[config.mk]
export PLATFORM = sky130hd
export DESIGN_NAME = serv_csr_mirq_flat
export DESIGN_NICKNAME = d
export VERILOG_FILES = /design/src/rtl/serv_csr_pkg.sv /design/src/rtl/serv_csr_mirq_if.sv /design/src/rtl/serv_csr_mirq_prio.sv /design/src/rtl/serv_csr_mirq.sv /design/src/flat_wrapper.sv
export SDC_FILE = /design/constraint.sdc
export NUM_CORES = 1
export LEC_CHECK = 0
export CORE_ASPECT_RATIO = 0.6
export CORE_MARGIN = 2
export CORE_UTILIZATION = 50
export CTS_BUF_LIST = sky130_fd_sc_hd__clkbuf_8
export CTS_CLUSTER_DIAMETER = 40
export CTS_CLUSTER_SIZE = 40
export DETAILED_ROUTE_END_ITERATION = 8
export GPL_ROUTABILITY_DRIVEN = 0
export PLACE_DENSITY = 0.93
export SKIP_CTS_REPAIR_TIMING = 1
export SKIP_LAST_GASP = 1
export SYNTH_ARGS = -nofsm -noshare
export SYNTH_HDL_FRONTEND = slang
export SYNTH_SLANG_ARGS = --single-unit
[constraint.sdc]
create_clock -name i_clk -period 3.44 [get_ports i_clk]
set_input_delay 0.688 -clock i_clk [delete_from_list [all_inputs] [get_ports i_clk]]
set_output_delay 0.688 -clock i_clk [all_outputs]
set_load 0.01 [all_outputs]
[src/rtl/serv_csr_pkg.sv]
// serv_csr_pkg: shared constants for the bit-serial machine-mode CSR unit
package serv_csr_pkg;
  localparam logic [1:0] CSR_SOURCE_CSR = 2'b00;
  localparam logic [1:0] CSR_SOURCE_EXT = 2'b01;
  localparam logic [1:0] CSR_SOURCE_SET = 2'b10;
  localparam logic [1:0] CSR_SOURCE_CLR = 2'b11;
  localparam logic [4:0] CAUSE_MSI = 5'd3;
  localparam logic [4:0] CAUSE_MTI = 5'd7;
  localparam logic [4:0] CAUSE_MEI = 5'd11;
  localparam logic [4:0] CAUSE_EBREAK = 5'd3;
  localparam logic [4:0] CAUSE_ECALL = 5'd11;
  localparam logic [4:0] CAUSE_LD_MIS = 5'd4;
  localparam logic [4:0] CAUSE_ST_MIS = 5'd6;
  localparam logic [4:0] CAUSE_JMP_MIS = 5'd0;
  localparam logic [4:0] CAUSE_LOCAL_BASE = 5'd16;
  localparam int MSTATUS_MIE = 3;
  localparam int MSTATUS_MPIE = 7;
  localparam int MSTATUS_MPP_LO = 11;
  localparam int MSTATUS_MPP_HI = 12;
  // Implemented mie/mip bits: MSI, MTI, MEI plus the local lines from bit 16 up
  function automatic logic [31:0] irq_mask(int nlocal);
    return 32'h0000_0888 | (((32'd1 << nlocal) - 32'd1) << 16);
  endfunction
endpackage

[src/rtl/serv_csr_mirq_if.sv]
// serv_csr_mirq_if: serial CSR access bus between decode/rf and the CSR unit
interface serv_csr_mirq_if;
  logic       i_mstatus_en;
  logic       i_mie_en;
  logic       i_mip_en;
  logic       i_mcause_en;
  logic [1:0] i_csr_source;
  logic       i_csr_d_sel;
  logic       i_csr_imm;
  logic       i_rs1;
  logic       i_rf_csr_out;
  logic       o_csr_in;
  logic       o_q;
  modport master (
    output i_mstatus_en, i_mie_en, i_mip_en, i_mcause_en, i_csr_source,
           i_csr_d_sel, i_csr_imm, i_rs1, i_rf_csr_out,
    input  o_csr_in, o_q
  );
  modport slave (
    input  i_mstatus_en, i_mie_en, i_mip_en, i_mcause_en, i_csr_source,
           i_csr_d_sel, i_csr_imm, i_rs1, i_rf_csr_out,
    output o_csr_in, o_q
  );
endinterface

[src/rtl/serv_csr_mirq_prio.sv]
// serv_irq_prio: fixed-priority interrupt cause encoder, MEI > MSI > MTI > highest local
module serv_irq_prio
  import serv_csr_pkg::*;
(
  input  logic [31:0] pend,
  output logic [4:0]  code,
  output logic        valid
);
  logic [4:0] lcode;
  always_comb begin
    lcode = CAUSE_LOCAL_BASE;
    for (int k = int'(CAUSE_LOCAL_BASE); k < 32; k++) lcode = pend[k] ? 5'(k) : lcode;
    code = pend[CAUSE_MEI] ? CAUSE_MEI :
           pend[CAUSE_MSI] ? CAUSE_MSI :
           pend[CAUSE_MTI] ? CAUSE_MTI : lcode;
  end
  assign valid = |pend;
endmodule

[src/rtl/serv_csr_mirq.sv]
// serv_csr_mirq: bit-serial mstatus/mie/mip/mcause with multi-source interrupt qualification
module serv_csr_mirq
  import serv_csr_pkg::*;
#(
  parameter int NLOCAL = 0,
  parameter int SYNC = 1,
  parameter int LW = (NLOCAL > 0) ? NLOCAL : 1
) (
  input  logic          i_clk,
  input  logic          i_rst,
  input  logic          i_init,
  input  logic          i_en,
  input  logic [4:0]    i_cnt,
  input  logic          i_cnt_done,
  input  logic          i_trap,
  input  logic          i_mret,
  input  logic          i_e_op,
  input  logic          i_ebreak,
  input  logic          i_mem_op,
  input  logic          i_mem_cmd,
  input  logic          i_msip,
  input  logic          i_mtip,
  input  logic          i_meip,
  input  logic [LW-1:0] i_lirq,
  serv_csr_mirq_if.slave bus,
  output logic          o_new_irq
);
  localparam logic [31:0] IRQ_MASK = irq_mask(NLOCAL);
  logic [31:0] sel, raw, s1, s2, mip, mie, pend, mie_we;
  logic        mstatus_mie, mstatus_mpie, mcause31, any_r, irq_any;
  logic        d, q, csr_in, trap_done;
  logic [4:0]  code, irq_code, irq_code_r, exc_code;
  assign sel = 32'd1 << i_cnt;
  assign raw = IRQ_MASK & {16'(i_lirq), 4'b0, i_meip, 3'b0, i_mtip, 3'b0, i_msip, 3'b0};
  always_ff @(posedge i_clk)
    if (i_rst) begin
      s1 <= '0;
      s2 <= '0;
    end else begin
      s1 <= raw;
      s2 <= s1;
    end
  assign mip = (SYNC != 0) ? s2 : raw;
  assign pend = mip & mie & {32{mstatus_mie}};
  assign trap_done = i_trap & i_cnt_done;
  assign mie_we = {32{bus.i_mie_en & i_en & ~trap_done}} & sel & IRQ_MASK;
  serv_irq_prio u_prio (
    .pend  (pend),
    .code  (irq_code),
    .valid (irq_any)
  );
  always_comb begin
    d = bus.i_csr_d_sel ? bus.i_csr_imm : bus.i_rs1;
    q = bus.i_rf_csr_out
      | (bus.i_mstatus_en & ((sel[MSTATUS_MIE] & mstatus_mie) | (sel[MSTATUS_MPIE] & mstatus_mpie)
                             | sel[MSTATUS_MPP_LO] | sel[MSTATUS_MPP_HI]))
      | (bus.i_mie_en & |(mie & sel))
      | (bus.i_mip_en & |(mip & sel))
      | (bus.i_mcause_en & i_en & (|(code & sel[4:0]) | (sel[31] & mcause31)));
    csr_in = (bus.i_csr_source == CSR_SOURCE_EXT) ? d :
             (bus.i_csr_source == CSR_SOURCE_SET) ? (q | d) :
             (bus.i_csr_source == CSR_SOURCE_CLR) ? (q & ~d) : q;
    exc_code = i_e_op ? (i_ebreak ? CAUSE_EBREAK : CAUSE_ECALL) :
               i_mem_op ? (i_mem_cmd ? CAUSE_ST_MIS : CAUSE_LD_MIS) : CAUSE_JMP_MIS;
  end
  assign bus.o_q = q;
  assign bus.o_csr_in = csr_in;
  // any_r makes o_new_irq an edge detect so one level only raises a single trap
  always_ff @(posedge i_clk)
    if (i_rst) begin
      mie <= '0;
      mstatus_mie <= 1'b0;
      mstatus_mpie <= 1'b0;
      any_r <= 1'b0;
      o_new_irq <= 1'b0;
      irq_code_r <= '0;
    end else begin
      mie <= (mie & ~mie_we) | ({32{csr_in}} & mie_we);
      if (i_cnt_done && !i_init) begin
        any_r <= irq_any;
        o_new_irq <= irq_any && !any_r;
        irq_code_r <= irq_code;
      end
      if (trap_done) begin
        mstatus_mpie <= mstatus_mie;
        mstatus_mie <= 1'b0;
      end else if (i_mret && i_cnt_done) begin
        mstatus_mie <= mstatus_mpie;
        mstatus_mpie <= 1'b1;
      end else if (bus.i_mstatus_en && i_en) begin
        if (sel[MSTATUS_MIE]) mstatus_mie <= csr_in;
        if (sel[MSTATUS_MPIE]) mstatus_mpie <= csr_in;
      end
    end
  always_ff @(posedge i_clk)
    if (trap_done) begin
      mcause31 <= o_new_irq;
      code <= o_new_irq ? irq_code_r : exc_code;
    end else if (bus.i_mcause_en && i_en) begin
      code <= (code & ~sel[4:0]) | ({5{csr_in}} & sel[4:0]);
      if (sel[31]) mcause31 <= csr_in;
    end
endmodule

[src/flat_wrapper.sv]
// flat-port wrapper written by rule: the top's interface ports become plain ports
module serv_csr_mirq_flat import serv_csr_pkg::*;
#(
  parameter int NLOCAL = 0,
  parameter int SYNC = 1,
  parameter int LW = (NLOCAL > 0) ? NLOCAL : 1
)
  (i_clk, i_rst, i_init, i_en, i_cnt, i_cnt_done, i_trap, i_mret, i_e_op, i_ebreak, i_mem_op, i_mem_cmd, i_msip, i_mtip, i_meip, i_lirq, o_new_irq, bus_i_mstatus_en, bus_i_mie_en, bus_i_mip_en, bus_i_mcause_en, bus_i_csr_source, bus_i_csr_d_sel, bus_i_csr_imm, bus_i_rs1, bus_i_rf_csr_out, bus_o_csr_in, bus_o_q);
  serv_csr_mirq_if bus_i ();
  input  logic i_clk;
  input  logic i_rst;
  input  logic i_init;
  input  logic i_en;
  input  logic [4:0] i_cnt;
  input  logic i_cnt_done;
  input  logic i_trap;
  input  logic i_mret;
  input  logic i_e_op;
  input  logic i_ebreak;
  input  logic i_mem_op;
  input  logic i_mem_cmd;
  input  logic i_msip;
  input  logic i_mtip;
  input  logic i_meip;
  input  logic [LW-1:0] i_lirq;
  output logic o_new_irq;
  input wire logic [$bits(bus_i.i_mstatus_en)-1:0] bus_i_mstatus_en;
  input wire logic [$bits(bus_i.i_mie_en)-1:0] bus_i_mie_en;
  input wire logic [$bits(bus_i.i_mip_en)-1:0] bus_i_mip_en;
  input wire logic [$bits(bus_i.i_mcause_en)-1:0] bus_i_mcause_en;
  input wire logic [$bits(bus_i.i_csr_source)-1:0] bus_i_csr_source;
  input wire logic [$bits(bus_i.i_csr_d_sel)-1:0] bus_i_csr_d_sel;
  input wire logic [$bits(bus_i.i_csr_imm)-1:0] bus_i_csr_imm;
  input wire logic [$bits(bus_i.i_rs1)-1:0] bus_i_rs1;
  input wire logic [$bits(bus_i.i_rf_csr_out)-1:0] bus_i_rf_csr_out;
  output wire logic [$bits(bus_i.o_csr_in)-1:0] bus_o_csr_in;
  output wire logic [$bits(bus_i.o_q)-1:0] bus_o_q;
  assign bus_i.i_mstatus_en = bus_i_mstatus_en;
  assign bus_i.i_mie_en = bus_i_mie_en;
  assign bus_i.i_mip_en = bus_i_mip_en;
  assign bus_i.i_mcause_en = bus_i_mcause_en;
  assign bus_i.i_csr_source = bus_i_csr_source;
  assign bus_i.i_csr_d_sel = bus_i_csr_d_sel;
  assign bus_i.i_csr_imm = bus_i_csr_imm;
  assign bus_i.i_rs1 = bus_i_rs1;
  assign bus_i.i_rf_csr_out = bus_i_rf_csr_out;
  assign bus_o_csr_in = bus_i.o_csr_in;
  assign bus_o_q = bus_i.o_q;
  serv_csr_mirq #(.NLOCAL(NLOCAL), .SYNC(SYNC), .LW(LW)) u_core (.i_clk(i_clk), .i_rst(i_rst), .i_init(i_init), .i_en(i_en), .i_cnt(i_cnt), .i_cnt_done(i_cnt_done), .i_trap(i_trap), .i_mret(i_mret), .i_e_op(i_e_op), .i_ebreak(i_ebreak), .i_mem_op(i_mem_op), .i_mem_cmd(i_mem_cmd), .i_msip(i_msip), .i_mtip(i_mtip), .i_meip(i_meip), .i_lirq(i_lirq), .bus(bus_i), .o_new_irq(o_new_irq));
endmodule
==> results of run 1 <==
[final timing paths]
check	endpoint	slack, ns
setup / recovery	bus_o_q	0.09
hold / removal	u_core.mip[3]$_SDFF_PP0_	0.45
setup reg to reg	flip-flop	1.30
hold reg to reg	u_core.mip[3]$_SDFF_PP0_	0.45
[routing by layer]
metal  part of all wire  up-vias  GRT usage
met3               0.10       21    0.07442
met1               0.42      656     0.3121
met5                  0        -          0
met2               0.45       94     0.4396
met4              0.026        0    0.09811
li1                   -      674          -
[power by group through the flow]
stage	Combinational, mW	Clock [mW]	Sequential (mW)
3_3_place_gp	0.126	0	0.297
5_1_grt	0.146	0.183	0.293
6_report	0.135	0.174	0.292
4_1_cts	0.132	0.173	0.292
2_1_floorplan	0.0642	0	0.296
3_5_place_dp	0.131	0	0.298
[area by class of cell]
type                            instances  area [um^2]
Clock inverter                          1        5.005
Sequential cell                        23        520.5
Tap cell                               32        40.04
Inverter                                6        22.52
Clock buffer                            3        41.29
Multi-Input combinational cell        119        726.9
Timing Repair Buffer                   51        473.0
Fill cell                             193        693.2
[cell usage in the layout (no fill, tap or decap), types with 3 or more instances in the layout]
cell / instances
a211oi_2: 3
a21oi_1: 11
a22oi_1: 4
buf_4: 20
clkbuf_8: 3
clkdlybuf4s50_1: 26
dfxtp_1: 17
dlymetal6s2s_1: 5
edfxtp_1: 6
inv_1: 6
mux2_2: 3
nand2_1: 11
nand3_1: 8
nor2_1: 21
nor2b_1: 9
nor3_1: 5
o21ai_0: 8
o22ai_1: 4
[kinds of logic after synthesis]
family / count (synthesis)
AND/OR/NAND/NOR: 68
flip-flops: 23
buffers and inverters: 16
multiplexers: 5
AO/OA/AOI/OAI: 46
[Yosys cell counts, drive strengths merged (2+ instances only)]
master,number,share of area
o21ai,9,0.034
nand4b,2,0.013
nand4,2,0.0094
inv,6,0.017
a41oi,2,0.013
nor2,22,0.062
o32ai,2,0.013
or3,2,0.013
edfxtp,6,0.14
a22oi,4,0.023
a211oi,3,0.028
a21oi,11,0.041
nor3,5,0.019
or3b,2,0.013
mux2i,2,0.015
nor2b,9,0.042
nand2,11,0.031
nand3,8,0.030
o31ai,2,0.011
clkbuf,5,0.014
nand2b,2,0.0094
dfxtp,17,0.26
buf,5,0.032
o22ai,4,0.019
mux2,3,0.025
[stage by stage]
stage | hold slack [ns] | setup WS [ns] | instance area [um^2]
after floorplan | 0.4138 | 0.4883 | 1329
after global placement | 0.4195 | -0.3560 | 1760
after detailed placement | 0.4303 | -0.4400 | 1760
after CTS | 0.4492 | -0.4524 | 1807
after global routing | 0.4690 | -0.0006228 | 1829
final | 0.4504 | 0.08886 | 1829
[worst reg2reg max path: stages, from the launching register on]
cell,delay (ns)
edfxtp_1,0.39
mux2_2,0.27
a41oi_1,0.20
o221a_1,0.21
o221ai_2,0.13
a21oi_1,0.14
o22a_1,0.21
buf_4,0.21
o32ai_1,0.11
==> impl_metrics.toml, run 1 <==
[run]
maxCapViolCount = 0

[timing]
finClkSkew_ns = 0.006033
slew_viol_final = 0
setup_viol = 0
tns_ns = 0
tightestPinTransition_ns = 0.6921
hold_viol = 0
min_period_ns = 3.351
slew_headroom = 0.5371
fin_crit_sh = 0.9742
max_clock_freq_mhz = 298.4

[power_and_ir_drop]
switchingPower_mw = 0.1606
total_power_mw = 0.6009
p_clk_frac = 0.289
p_per_area_mw_per_mm2 = 328.5
seq_power_share = 0.486
combPwrFrac = 0.225
p_leak_nw = 0.6889
sw_frac_of_total = 0.2673
p_int_mw = 0.4403
vdd_drop_max_v = 0.0002311

[setup_path]
max_stage_delay_ns = 0.52
worst-r2r-cell-count = 8
required_ns = 2.75
crit_buf_inv = 3
crit_start = "bus_i_mie_en"
crit_arrival_ns = 2.66
crit_family = "buffers and inverters"
crit_cells = 7
cp_max_fo = 3
crit_path_top_delay_cell = "clkdlybuf4s50_1"
cp_cell_sequence = "clkdlybuf4s50_1, or3b_1, o22ai_1, a41oi_1, o221ai_2, buf_4, clkdlybuf4s50_1"
crit_type = "input pin to output pin"
crit_path_start_kind = "input pin"
crit_top_cell = "clkdlybuf4s50_1"
end_kind = "output pin"

[cells_and_area]
drive_above_1_share = 0.1626
final_net_count = 234
syn_to_final_growth_pct = 37.66
antenna_cells = 0
fin_cells = 235
finish.utilization = 0.7252

[yosys]
synth_simple_gate_area_frac = 0.2589
synth_xor_area_frac = 0
synthMuxAreaShare = 0.04049
synth_cell_types = 41
synth-edff-count = 6
ys_seq_area_frac = 0.3917
synth-adder-area-share = 0
syn_nets = 188
postSynthCellCount = 158
dominantRegCellSynth = "dfxtp_1"
yosys_warnings = 0
synth_top_family_by_area = "simple AND/OR/NAND/NOR gates"
postSynthAreaPerCell_um2 = 8.410
ys_seq_elements = 23
synthArstFlopShare = 0
synthesis.area_mm2 = 0.001329
synth_compound_area_frac = 0.2458

[floorplan]
coreArea_mm2 = 0.002522
die_area_mm2 = 0.003099
fp-row-count = 14
initial_core_util = 0.5268
die_w_um = 70.55
ios = 33
die_h_um = 43.93

[detailed_routing]
routed_via_density = 6.149
first_pass_iters = 6
drt-initial-drc-count = 223
drt-wirelength-per-cell_um = 15.99
drc_errors = 0
dr_total_vias = 1445
detail-route-antenna-nets = 0
routed_wl_mm = 3.757

[global_route]
antenna_found_initial = 0
grt_pass1_wl_mm = 6.216
grtUsageTotal = 0.2561
grt_pass1_vias = 1443
overflow = 0
grt_max_degree = 20

[clocking]
clock-sinks = 23
cts_tree = "built"
cts_made_buffers = 3
htreeDepth = 1
clk_path_buf_depth = 2
clk_latency_ns = 0.27
clkTransAtPathRegs_ns = 0.08
cts-root-buf = "clkbuf_8"

[placement]
place_hpwl_mm = 2.893
port_buffers = 31
dp.cells = 230

[status]
status = "complete, no violations"

[worst_hold_path]
min_from = "u_core.s1[3]$_SDFF_PP0_"
whs_path_depth = 1
hold_class = "flip-flop to flip-flop"
No activity file was read; power rests on OpenSTA's default activity.
==> run 2, diff against run 1 <==
--- a/config.mk
+++ b/config.mk
@@ -10,10 +10,10 @@
 export CORE_UTILIZATION = 50
 export CTS_BUF_LIST = sky130_fd_sc_hd__clkbuf_8
 export CTS_CLUSTER_DIAMETER = 40
-export CTS_CLUSTER_SIZE = 40
+export CTS_CLUSTER_SIZE = 30
 export DETAILED_ROUTE_END_ITERATION = 8
 export GPL_ROUTABILITY_DRIVEN = 0
-export PLACE_DENSITY = 0.93
+export PLACE_DENSITY = 0.78
 export SKIP_CTS_REPAIR_TIMING = 1
 export SKIP_LAST_GASP = 1
 export SYNTH_ARGS = -nofsm -noshare
==> impl_metrics.toml, run 2 (synthesized netlist as in run 1, its figures left out) <==
[floorplan]
coreArea_mm2 = 0.002522
fp-row-count = 14
die_w_um = 70.55
ios = 33
initial_core_util = 0.5268
die_area_mm2 = 0.003099
die_h_um = 43.93

[detailed_routing]
detail-route-antenna-nets = 0
dr_total_vias = 1381
drt-initial-drc-count = 108
drt-wirelength-per-cell_um = 14.76
routed_via_density = 5.902
first_pass_iters = 5
drc_errors = 0
routed_wl_mm = 3.455

[setup_path]
crit_buf_inv = 3
cp_max_fo = 3
worst-r2r-cell-count = 8
crit_start = "i_cnt[0]"
max_stage_delay_ns = 0.51
end_kind = "output pin"
crit_arrival_ns = 2.66
crit_family = "compound AO/OA/AOI/OAI gates"
crit_path_start_kind = "input pin"
ff2ff_setup_slack_ns = 1.33
crit_cells = 9
crit_path_top_delay_cell = "clkdlybuf4s50_1"
crit_type = "input pin to output pin"
required_ns = 2.75
crit_end = "bus_o_csr_in"
cp_cell_sequence = "clkdlybuf4s50_1, mux2_2, a22oi_2, o221a_1, o221ai_2, a21oi_1, o22a_1, inv_1, dlymetal6s2s_1"

[cells_and_area]
final_common_cell = "clkdlybuf4s50_1"
layout_common_cells = "clkdlybuf4s50_1 (28), nor2_1 (22), buf_4 (19), dfxtp_1 (17)"
drive_above_1_share = 0.1584
num-fill-cells = 196
antenna_cells = 0
final_net_count = 233
syn_to_final_growth_pct = 36.91
finish.utilization = 0.7212

[power_and_ir_drop]
combPwrFrac = 0.226
sw_frac_of_total = 0.2519
vdd_drop_max_v = 0.0002559
switchingPower_mw = 0.1479
p_per_area_mw_per_mm2 = 322.8
p_int_mw = 0.4393
p_leak_nw = 0.6664
p_clk_frac = 0.277
seq_power_share = 0.497

[timing]
max_clock_freq_mhz = 298.3
rsz0062_at_grt = "false"
fin_crit_sh = 0.9744
tns_ns = 0
setup_viol = 0
finClkSkew_ns = 0.003432
slew_headroom = 0.5563
min_period_ns = 3.352
hold_viol = 0
slew_viol_final = 0
whs_ns = 0.4445
tightestPinTransition_ns = 0.6634

[clocking]
cts_tree = "built"
clk_path_buf_depth = 2
clk_latency_ns = 0.26
clock-sinks = 23
cts_made_buffers = 3
htreeDepth = 1
clkTransAtPathRegs_ns = 0.08
cts-root-buf = "clkbuf_8"

[global_route]
grt_pass1_wl_mm = 5.651
grtUsageTotal = 0.2367
antenna_found_initial = 0
overflow = 0
grt_pass1_vias = 1253
grt_max_degree = 20

[placement]
port_buffers = 31
place_hpwl_mm = 2.750

[run]
maxCapViolCount = 0

[status]
status = "complete, no violations"

[worst_hold_path]
min_from = "u_core.s1[3]$_SDFF_PP0_"
hold_class = "flip-flop to flip-flop"
## run 2: cell types whose count changed in the layout (fill, tap and decap cells not counted), sizes merged
| cell | delta |
|---|---|
| clkdlybuf4s50 | +2 |
| buf | -1 |
| dlymetal6s2s | -2 |
## run 2: stage by stage
| step | power [mW] | area, um^2 | setup slack, ns | cells |
|---|---|---|---|---|
| finish | 0.5872 | 1819 | 0.08817 | 234 |
| global route | 0.6120 | 1819 | 0.003619 | 234 |
| CTS | 0.5910 | 1807 | -0.3072 | 234 |
| detailed placement | 0.4283 | 1760 | -0.3025 | 230 |
| global placement | 0.4234 | 1760 | -0.2360 | 230 |
| floorplan | 0.3604 | 1329 | 0.4883 | 158 |
## run 2: cell type report
class                           instances  area, um^2  area share
Clock buffer                            3       41.29     0.02270
Clock inverter                          1       5.005    0.002751
Inverter                                6       22.52     0.01238
Multi-Input combinational cell        119       729.5      0.4010
Sequential cell                        23       520.5      0.2861
Tap cell                               32       40.04     0.02201
Timing Repair Buffer                   50       460.4      0.2531
## run 2: worst min-delay path by stage
stage	end	slack, ns	cells after the start
after floorplan	u_core.mip[11]$_SDFF_PP0_	0.41	1
after global placement	u_core.mip[11]$_SDFF_PP0_	0.42	1
after detailed placement	u_core.mip[3]$_SDFF_PP0_	0.43	1
after CTS	u_core.mip[3]$_SDFF_PP0_	0.45	1
after global routing	u_core.mip[11]$_SDFF_PP0_	0.46	1
final	u_core.mip[3]$_SDFF_PP0_	0.44	1
## run 2: power groups by stage
stage                     Sequential (mW)  Clock [mW]  Combinational [mW]
final                               0.292       0.163               0.132
after global routing                0.293       0.177               0.142
after CTS                           0.292       0.168               0.131
after detailed placement            0.298           0               0.130
after global placement              0.298           0               0.126
after floorplan                     0.296           0              0.0642
## run 2: worst register-to-register path, cell delays in order, from the launching register on
cell and delay [ns]:
edfxtp_1 0.37, mux2_2 0.27, a41oi_1 0.21, o221a_1 0.22, o221ai_2 0.13, a21oi_1 0.14, o22a_1 0.19, buf_4 0.20
o32ai_1 0.11
## run 2: routing by layer
metal	track usage	vias to the layer above	wire length, um
li1	-	672	-
met3	0.05581	7	307
met4	0.07925	0	40
met1	0.3304	639	1516
met5	0	-	0
met2	0.3679	63	1591
==> run 3, diff against run 2 <==
--- a/config.mk
+++ b/config.mk
@@ -14,7 +14,6 @@
 export DETAILED_ROUTE_END_ITERATION = 8
 export GPL_ROUTABILITY_DRIVEN = 0
 export PLACE_DENSITY = 0.78
-export SKIP_CTS_REPAIR_TIMING = 1
 export SKIP_LAST_GASP = 1
 export SYNTH_ARGS = -nofsm -noshare
 export SYNTH_HDL_FRONTEND = slang
==> impl_metrics.toml, run 3 (synthesized netlist as in run 1, its figures left out) <==
[status]
status = "complete, no violations"

[cells_and_area]
drive_above_1_share = 0.1683
finish.utilization = 0.7232
layout_common_cells = "clkdlybuf4s50_1 (27), nor2_1 (22), buf_4 (19), dfxtp_1 (17)"
final_common_cell = "clkdlybuf4s50_1"
final_area_mm2 = 0.001824
final_net_count = 233
fin_cells = 234
num-fill-cells = 197
syn_to_final_growth_pct = 37.29
antenna_cells = 0

[global_route]
use_met1 = 0.3247
overflow = 0
grt_max_degree = 20
grtUsageMet3 = 0.05581
busiest_layer = "met2"
grtUsageTotal = 0.2347
grt_use_met2 = 0.3679
grt_pass1_vias = 1254
antenna_found_initial = 0
grt_pass1_wl_mm = 5.602

[timing]
slew_viol_final = 0
min_period_ns = 3.332
tns_ns = 0
max_clock_freq_mhz = 300.1
fin_crit_sh = 0.9685
hold_viol = 0
finClkSkew_ns = 0.001830
rsz0062_at_grt = "false"
slew_headroom = 0.5613
whs_ns = 0.4462
tightestPinTransition_ns = 0.6560
setup_viol = 0
fin_ws_ns = 0.1082

[floorplan]
die_w_um = 70.55
coreArea_mm2 = 0.002522
initial_core_util = 0.5268
fp-row-count = 14
die_h_um = 43.93
die_area_mm2 = 0.003099
ios = 33

[setup_path]
crit_path_top_delay_cell = "clkdlybuf4s50_1"
crit_start = "i_cnt[4]"
cp_cell_sequence = "clkdlybuf4s50_1, or3b_1, o22ai_2, a41oi_2, o221ai_2, nor2_1, o22a_1, inv_1, dlygate4sd2_1"
end_kind = "output pin"
required_ns = 2.75
max_stage_delay_ns = 0.46
crit_type = "input pin to output pin"
crit_path_start_kind = "input pin"
cp_max_fo = 4
crit_arrival_ns = 2.64

[clocking]
clk_latency_ns = 0.26
htreeDepth = 1
postCtsHoldBufs = 0
cts_tree = "built"
cts-root-buf = "clkbuf_8"
clock-sinks = 23
cts_made_buffers = 3
clk_path_buf_depth = 2
clkTransAtPathRegs_ns = 0.07
cts_setup_buffers = 0

[worst_hold_path]
hold_class = "flip-flop to flip-flop"
min_from = "u_core.s1[3]$_SDFF_PP0_"

[detailed_routing]
drc_errors = 0
drt-initial-drc-count = 92
routed_via_density = 5.846
drt-wirelength-per-cell_um = 14.77
dr_total_vias = 1368
first_pass_iters = 4
detail-route-antenna-nets = 0
routed_wl_mm = 3.457

[placement]
pre_cts_ws_ns = -0.3025
dp.cells = 230
place_hpwl_mm = 2.750
placed_area_mm2 = 0.001760
port_buffers = 31

[power_and_ir_drop]
p_leak_nw = 0.6533
vdd_drop_max_v = 0.0002566
total_power_mw = 0.5858
p_per_area_mw_per_mm2 = 321.1

[run]
maxCapViolCount = 0
==> run 3: per-layer routing <==
layer / vias to the layer above / share of wire
li1: 670 / -
met1: 639 / 0.45
met2: 50 / 0.45
met3: 9 / 0.079
met4: 0 / 0.016
met5: - / 0
==> run 3: area by class of cell <==
class | count | area, um^2 | area share
Clock buffer | 3 | 41.29 | 0.02263
Inverter | 6 | 22.52 | 0.01235
Sequential cell | 23 | 520.5 | 0.2853
Tap cell | 32 | 40.04 | 0.02195
Clock inverter | 1 | 5.005 | 0.002743
Timing Repair Buffer | 50 | 451.7 | 0.2476
Multi-Input combinational cell | 119 | 743.2 | 0.4074
==> run 3: critical path, delay by kind of cell <==
| kind | cells | cell delay (ns) |
|---|---|---|
| and+or+nand+nor | 2 | 0.48 |
| AOI/OAI and AO/OA | 4 | 0.65 |
| buffers and inverters | 3 | 0.80 |
==> run 3: where the power goes <==
part           internal (mW)  switching, mW  leakage, nW
registers              0.288        0.00439        0.192
clock network         0.0808         0.0816       0.0255
logic                 0.0697         0.0617        0.436
total                  0.438          0.148        0.653
==> run 3: worst paths after layout <==
kind,end,slack [ns],cells after the start
min reg2reg,u_core.mip[3]$_SDFF_PP0_,0.45,1
max reg2reg,flip-flop,1.35,8
max,bus_o_csr_in,0.11,9
min,u_core.mip[3]$_SDFF_PP0_,0.45,1
==> run 3: timing repair <==
| action | CTS | global route |
|---|---|---|
| endpoints found under the setup margin | 1 | 1 |
| resized for setup | 5 | 2 |
| pin swaps | 1 | 1 |
| cloned | 0 | 0 |
